### src/rtl/mem_bus_arbiter.sv
// Two-requester burst arbiter for the system memory port: instruction refill
// (read-only) vs data refill/writeback, round-robin on ties, grant locked per burst.
module mem_bus_arbiter #(
    parameter int ADDR_WIDTH      = 32,
    parameter int DATA_WIDTH      = 32,
    parameter int READ_BURST_LEN  = 8,
    parameter int WRITE_BURST_LEN = 8
) (
    input  logic                  sys_clk,
    input  logic                  sys_rst_n,
    input  logic                  i_req,
    input  logic [ADDR_WIDTH-1:0] i_addr,
    output logic                  i_rvalid,
    output logic                  i_done,
    input  logic                  d_req,
    input  logic                  d_we,
    input  logic [ADDR_WIDTH-1:0] d_addr,
    input  logic [DATA_WIDTH-1:0] d_wdata,
    output logic                  d_wready,
    output logic                  d_rvalid,
    output logic                  d_done,
    output logic [DATA_WIDTH-1:0] rdata,
    output logic                  mem_req,
    output logic                  mem_we,
    output logic [ADDR_WIDTH-1:0] mem_addr,
    input  logic                  mem_ack,
    input  logic                  mem_rvalid,
    input  logic [DATA_WIDTH-1:0] mem_rdata,
    output logic [DATA_WIDTH-1:0] mem_wdata,
    input  logic                  mem_wready
);

    localparam int MAX_LEN = (READ_BURST_LEN > WRITE_BURST_LEN) ? READ_BURST_LEN : WRITE_BURST_LEN;
    localparam int CW      = (MAX_LEN > 1) ? $clog2(MAX_LEN) : 1;
    localparam logic [CW-1:0] RD_LAST = CW'(READ_BURST_LEN - 1);
    localparam logic [CW-1:0] WR_LAST = CW'(WRITE_BURST_LEN - 1);

    typedef enum logic [2:0] {S_IDLE, S_ADDR, S_RD, S_WR, S_DONE} state_e;

    // owner is one-hot {data, inst}; 2'b00 means no owner yet
    localparam logic [1:0] OWN_NONE = 2'b00;
    localparam logic [1:0] OWN_I    = 2'b01;
    localparam logic [1:0] OWN_D    = 2'b10;

    state_e                  state_q, state_d;
    logic [CW-1:0]           cnt_q, cnt_d;
    logic [1:0]              owner_q, owner_d;
    logic                    last_d_q, last_d_d;   // 1: DATA owned the previous burst
    logic                    we_q, we_d;
    logic [ADDR_WIDTH-1:0]   addr_q, addr_d;

    always_ff @(posedge sys_clk or negedge sys_rst_n) begin
        if (!sys_rst_n) begin
            state_q  <= S_IDLE;
            cnt_q    <= '0;
            owner_q  <= OWN_NONE;
            last_d_q <= 1'b0;
            we_q     <= 1'b0;
            addr_q   <= '0;
        end else begin
            state_q  <= state_d;
            cnt_q    <= cnt_d;
            owner_q  <= owner_d;
            last_d_q <= last_d_d;
            we_q     <= we_d;
            addr_q   <= addr_d;
        end
    end

    always_comb begin
        state_d  = state_q;
        cnt_d    = cnt_q;
        owner_d  = owner_q;
        last_d_d = last_d_q;
        we_d     = we_q;
        addr_d   = addr_q;
        unique case (state_q)
            S_IDLE: begin
                if (i_req || d_req) begin
                    // DATA wins when alone, or on a tie if INST went last
                    if (d_req && (!i_req || !last_d_q)) begin
                        owner_d = OWN_D;
                        we_d    = d_we;
                        addr_d  = d_addr;
                    end else begin
                        owner_d = OWN_I;
                        we_d    = 1'b0;
                        addr_d  = i_addr;
                    end
                    state_d = S_ADDR;
                end
            end
            S_ADDR: begin
                if (mem_ack) state_d = we_q ? S_WR : S_RD;
            end
            S_RD: begin
                if (mem_rvalid) begin
                    cnt_d = cnt_q + 1'b1;
                    if (cnt_q == RD_LAST) state_d = S_DONE;
                end
            end
            S_WR: begin
                if (mem_wready) begin
                    cnt_d = cnt_q + 1'b1;
                    if (cnt_q == WR_LAST) state_d = S_DONE;
                end
            end
            S_DONE: begin
                last_d_d = owner_q[1];
                cnt_d    = '0;
                state_d  = S_IDLE;
            end
            default: state_d = S_IDLE;
        endcase
    end

    always_comb begin
        mem_req  = (state_q == S_ADDR);
        i_rvalid = (state_q == S_RD) && (owner_q == OWN_I) && mem_rvalid;
        d_rvalid = (state_q == S_RD) && (owner_q == OWN_D) && mem_rvalid;
        d_wready = (state_q == S_WR) && mem_wready;
        i_done   = (state_q == S_DONE) && (owner_q == OWN_I);
        d_done   = (state_q == S_DONE) && (owner_q == OWN_D);
    end

    assign mem_we    = we_q;
    assign mem_addr  = addr_q;
    assign mem_wdata = d_wdata;
    assign rdata     = mem_rdata;

endmodule

### config.mk
export PLATFORM = sky130hd
export DESIGN_NAME = mem_bus_arbiter
export DESIGN_NICKNAME = d
export VERILOG_FILES = /design/src/rtl/mem_bus_arbiter.sv
export SDC_FILE = /design/constraint.sdc
export NUM_CORES = 1
export LEC_CHECK = 0
export BUFFER_PORTS_ARGS = -buffer_cell sky130_fd_sc_hd__buf_4
export CORE_ASPECT_RATIO = 0.6
export CORE_MARGIN = 4
export CORE_UTILIZATION = 35
export CTS_CLUSTER_DIAMETER = 80
export DETAILED_ROUTE_END_ITERATION = 7
export PLACE_DENSITY = 0.78
export SYNTH_ARGS = -nofsm -noshare
export SYNTH_HDL_FRONTEND = slang
export SYNTH_SLANG_ARGS = --single-unit
export TNS_END_PERCENT = 100
### constraint.sdc
create_clock -name sys_clk -period 1.3 [get_ports sys_clk]
set_input_delay 0.13 -clock sys_clk [delete_from_list [all_inputs] [get_ports sys_clk]]
set_output_delay 0.13 -clock sys_clk [all_outputs]
set_load 0.05 [all_outputs]
==> impl_results.md <==
- Most common cell after layout, fill and taps aside: buf_4
- Hold Crit Class: input port to register
- Failing checks: setup timing
- Critical path cell sequence: buf_6 > or3b_4 > nor2_4 > buf_6
- Post-synth top area cell: dfrtp_1
- GR peak layer: met1
- NumNets Final: 471
- CTS sink count: 42
- #FFs+latches synth: 42
- Status: finished, violations left
- Die width: 122 um
- Wire per inst: roughly 18 um
- Post-synthesis simple-gate area fraction: 0.211
- CTS Buffer Depth: 2
- Max-Cap Viols: 0
- Port Buffers: 110
- Clock Latency Late Sink: 280 ps
- FMAX: 614 MHz
- Synth warnings: 0
- Num CTS Buffers: 5
- Clock skew: 3.22 ps
- Synth Area in Compound Gates: 0.144
- Pre-CTS WS: -185 ps
- Vias in the first global route: 2,384
- Reg2Reg Depth: 5
- Startpoint types: register
- Starting Density: 0.368
- Number of synthesized flops with an enable pin: 0
- DRT iter0 DRCs: 101
- Die Span Y: 76.6 um
- Sequential area share after synthesis: 0.383
- CP peak stage delay: 430 ps
- R2r setup slk: -300 ps
- Adder-Cell Fraction of Synth Area: 0.00912
- Worst slew margin: 0.635
- Worst setup margin: -328 ps
- ANT nets after route: 0
- Reg-to-Reg Start: state_q[0]
- Syn nets: 410
- First-pass GRT wire length: 12.3 mm
- Synth Instances: about 270
- Syn_area_per_cell: about 10 um^2
- Vias: approximately 2.3k
- Mux cell area share after synthesis: 0.0155
- Final Cycle Share: 1.25
- Slowest-stage cell, CP: or3b_4
- Worst setup EP type: output port
- Gr ovfl total: 0
- FF-to-FF End: last_d_q
- Main synth FF type: dfrtp_1
- Tmin final: ~1600 ps
- Synth Cell Area: 0.00274 mm^2
- Critical path class: register to output port
- Worst slew pin tran: 547 ps
- Crit path DAT: 1500 ps
- Core Rows: 24
- Drt pass-1 iters: 4
- Diode count: 0
- Most frequent cells in the layout: 115 x buf_4, 42 x dfrtp_1, 38 x nand2_1, 32 x a221o_1, 31 x nor3_2
- Maximum vdd drop: roughly 1100 uV
- Post-Route WL: 7.75 mm
- GPL Wtd Cong: 0.838
- Drt via density: between 5 and 6
- Setup TNS: -8430 ps
- Final Core Density: 0.497
- Hold Path Sink: mem_we
- Yosys cell types: 31
- DP Wirelength: between 5 and 6 mm
- Leak Pwr: 1.72 nW
- Htree depth: 2
- Largest net degree at the start of global routing: 43
- CTS tree: built
- Worst-path clk slew: 60 ps
- DRC Markers: 0
- Xor/xnor share of the synthesized area: 0
- Met3 Resource Use GR: 0.0690
- Met2 global-route usage: 0.228
- Pwr per Cell Area: 2470 mW/mm^2
- CTS root buffer: clkbuf_16
- Async S/R FF share, synth: 1.00
- Largest family of logic cells by synthesized area: buffers and inverters
- Share of cells above drive strength 1: 0.590
- GRT Resource Usage Total: 0.166
- Most common cell on crit path: buf_6
- Met1 GRT Util: 0.235
- Die ar.: roughly 0.0094 mm^2
- Hold path startpoint: d_we
- Antenna violations before repair: 0
- Final hold violation count: 0
- Top cells by area, synth: dfrtp_1 38%, buf_4 18%, a221o_1 12%
- Layout area overhead: 34.9%
- Design area: 0.00370 mm^2
- Core box area: 0.00745 mm^2
- Placed inst area: roughly 0.0034 mm^2
- RSZ-0062 raised after global routing: yes
- Num ports: 239
- Setup violators final: 45
- Fin. max-slew vios: 0
- Worst-path fanout max: 8
- Hold Path Depth: 2
- Synth top area share: 0.383
- Req. time, crit path: 1170 ps
[layer usage]
| layer | vias to the layer above | part of all wire | wire length (um) |
|---|---|---|---|
| met2 | 145 | 0.42 | 3240 |
| met3 | 13 | 0.12 | 914 |
| li1 | 1020 | - | - |
| met4 | 0 | 0.012 | 94 |
| met1 | 1087 | 0.45 | 3500 |
| met5 | - | 0 | 0 |
[cell families (layout without fill, tap and decap cells)]
kind of cell / Yosys count / after routing
and+or+nand+nor: 93 / 93
buffers and inverters: 88 / 148
AOI/OAI and AO/OA: 43 / 43
DFF: 42 / 42
muxes: 4 / 4
adders and majority gates: 2 / 2
[synth_stat cells, drive strengths merged (2+ instances only)]
library cell and instances:
buf 82, inv 3, o21ai 2, a21o 2, nor3b 2, nand2b 4
mux2i 2, clkbuf 3, mux2 2, a221o 32, ha 2, nor2 4
nor3 37, nand2 40, dfrtp 42, a21oi 3
[how the worst max path moves through the flow]
| stage | start | endpoint | slack (ps) | depth (start not counted) |
|---|---|---|---|---|
| floorplan | state_q[1] | mem_addr[16] | -70 | 5 |
| detailed placement | state_q[1] | mem_addr[25] | -190 | 4 |
| CTS | state_q[1] | i_done | -320 | 4 |
| finish | state_q[0] | i_done | -330 | 4 |
| global placement | state_q[1] | mem_addr[24] | -170 | 4 |
| global route | state_q[0] | d_done | -370 | 4 |
[power by group]
part	total, mW	switching, mW	internal (mW)
Clock	1.22	0.481	0.743
Combinational	5.62	3.35	2.27
Sequential	2.32	0.399	1.92
[critical path, delay by kind of cell (launching register included)]
family / cells / cell delay [ps]
buffers and inverters: 2 / 300
flip-flops: 1 / 390
AND/OR/NAND/NOR: 2 / 530
[through the flow]
stage          std cells  power [mW]  hold WS, ps
3_3_place_gp         420        7.41          149
6_report             436        9.16         78.2
5_1_grt              436        9.64         74.1
2_1_floorplan        272        6.35         -166
4_1_cts              432        9.06         71.1
3_5_place_dp         420        7.51          156
[cell type report]
| cell class | count | area [um^2] |
|---|---|---|
| inverter | 3 | 11.3 |
| clock buffer | 6 | 139 |
| multi-input combinational | 142 | 1160 |
| timing repair buffer | 139 | 1210 |
| tap | 104 | 130 |
| sequential | 42 | 1050 |
| fill | 695 | 3750 |
[repair_timing]
action / 4_1_cts / 5_1_grt
hold endpoints to repair: 42 / 0
hold buffers: 1 / 0
gates resized for setup: 21 / 8
endpoints found under the setup margin: 46 / 47
pin swaps: 4 / 2
gates cloned: 1 / 0
setup buffers: 4 / 4
[flip-flops by register name, summed over array words and instances (netlist names)]
| signal | cells |
|---|---|
| mem_we | 1 |
| cnt_q | 3 |
| mem_addr | 32 |
| state_q | 3 |
| last_d_q | 1 |
| owner_q | 2 |
Power figures use the tool's default switching activity.
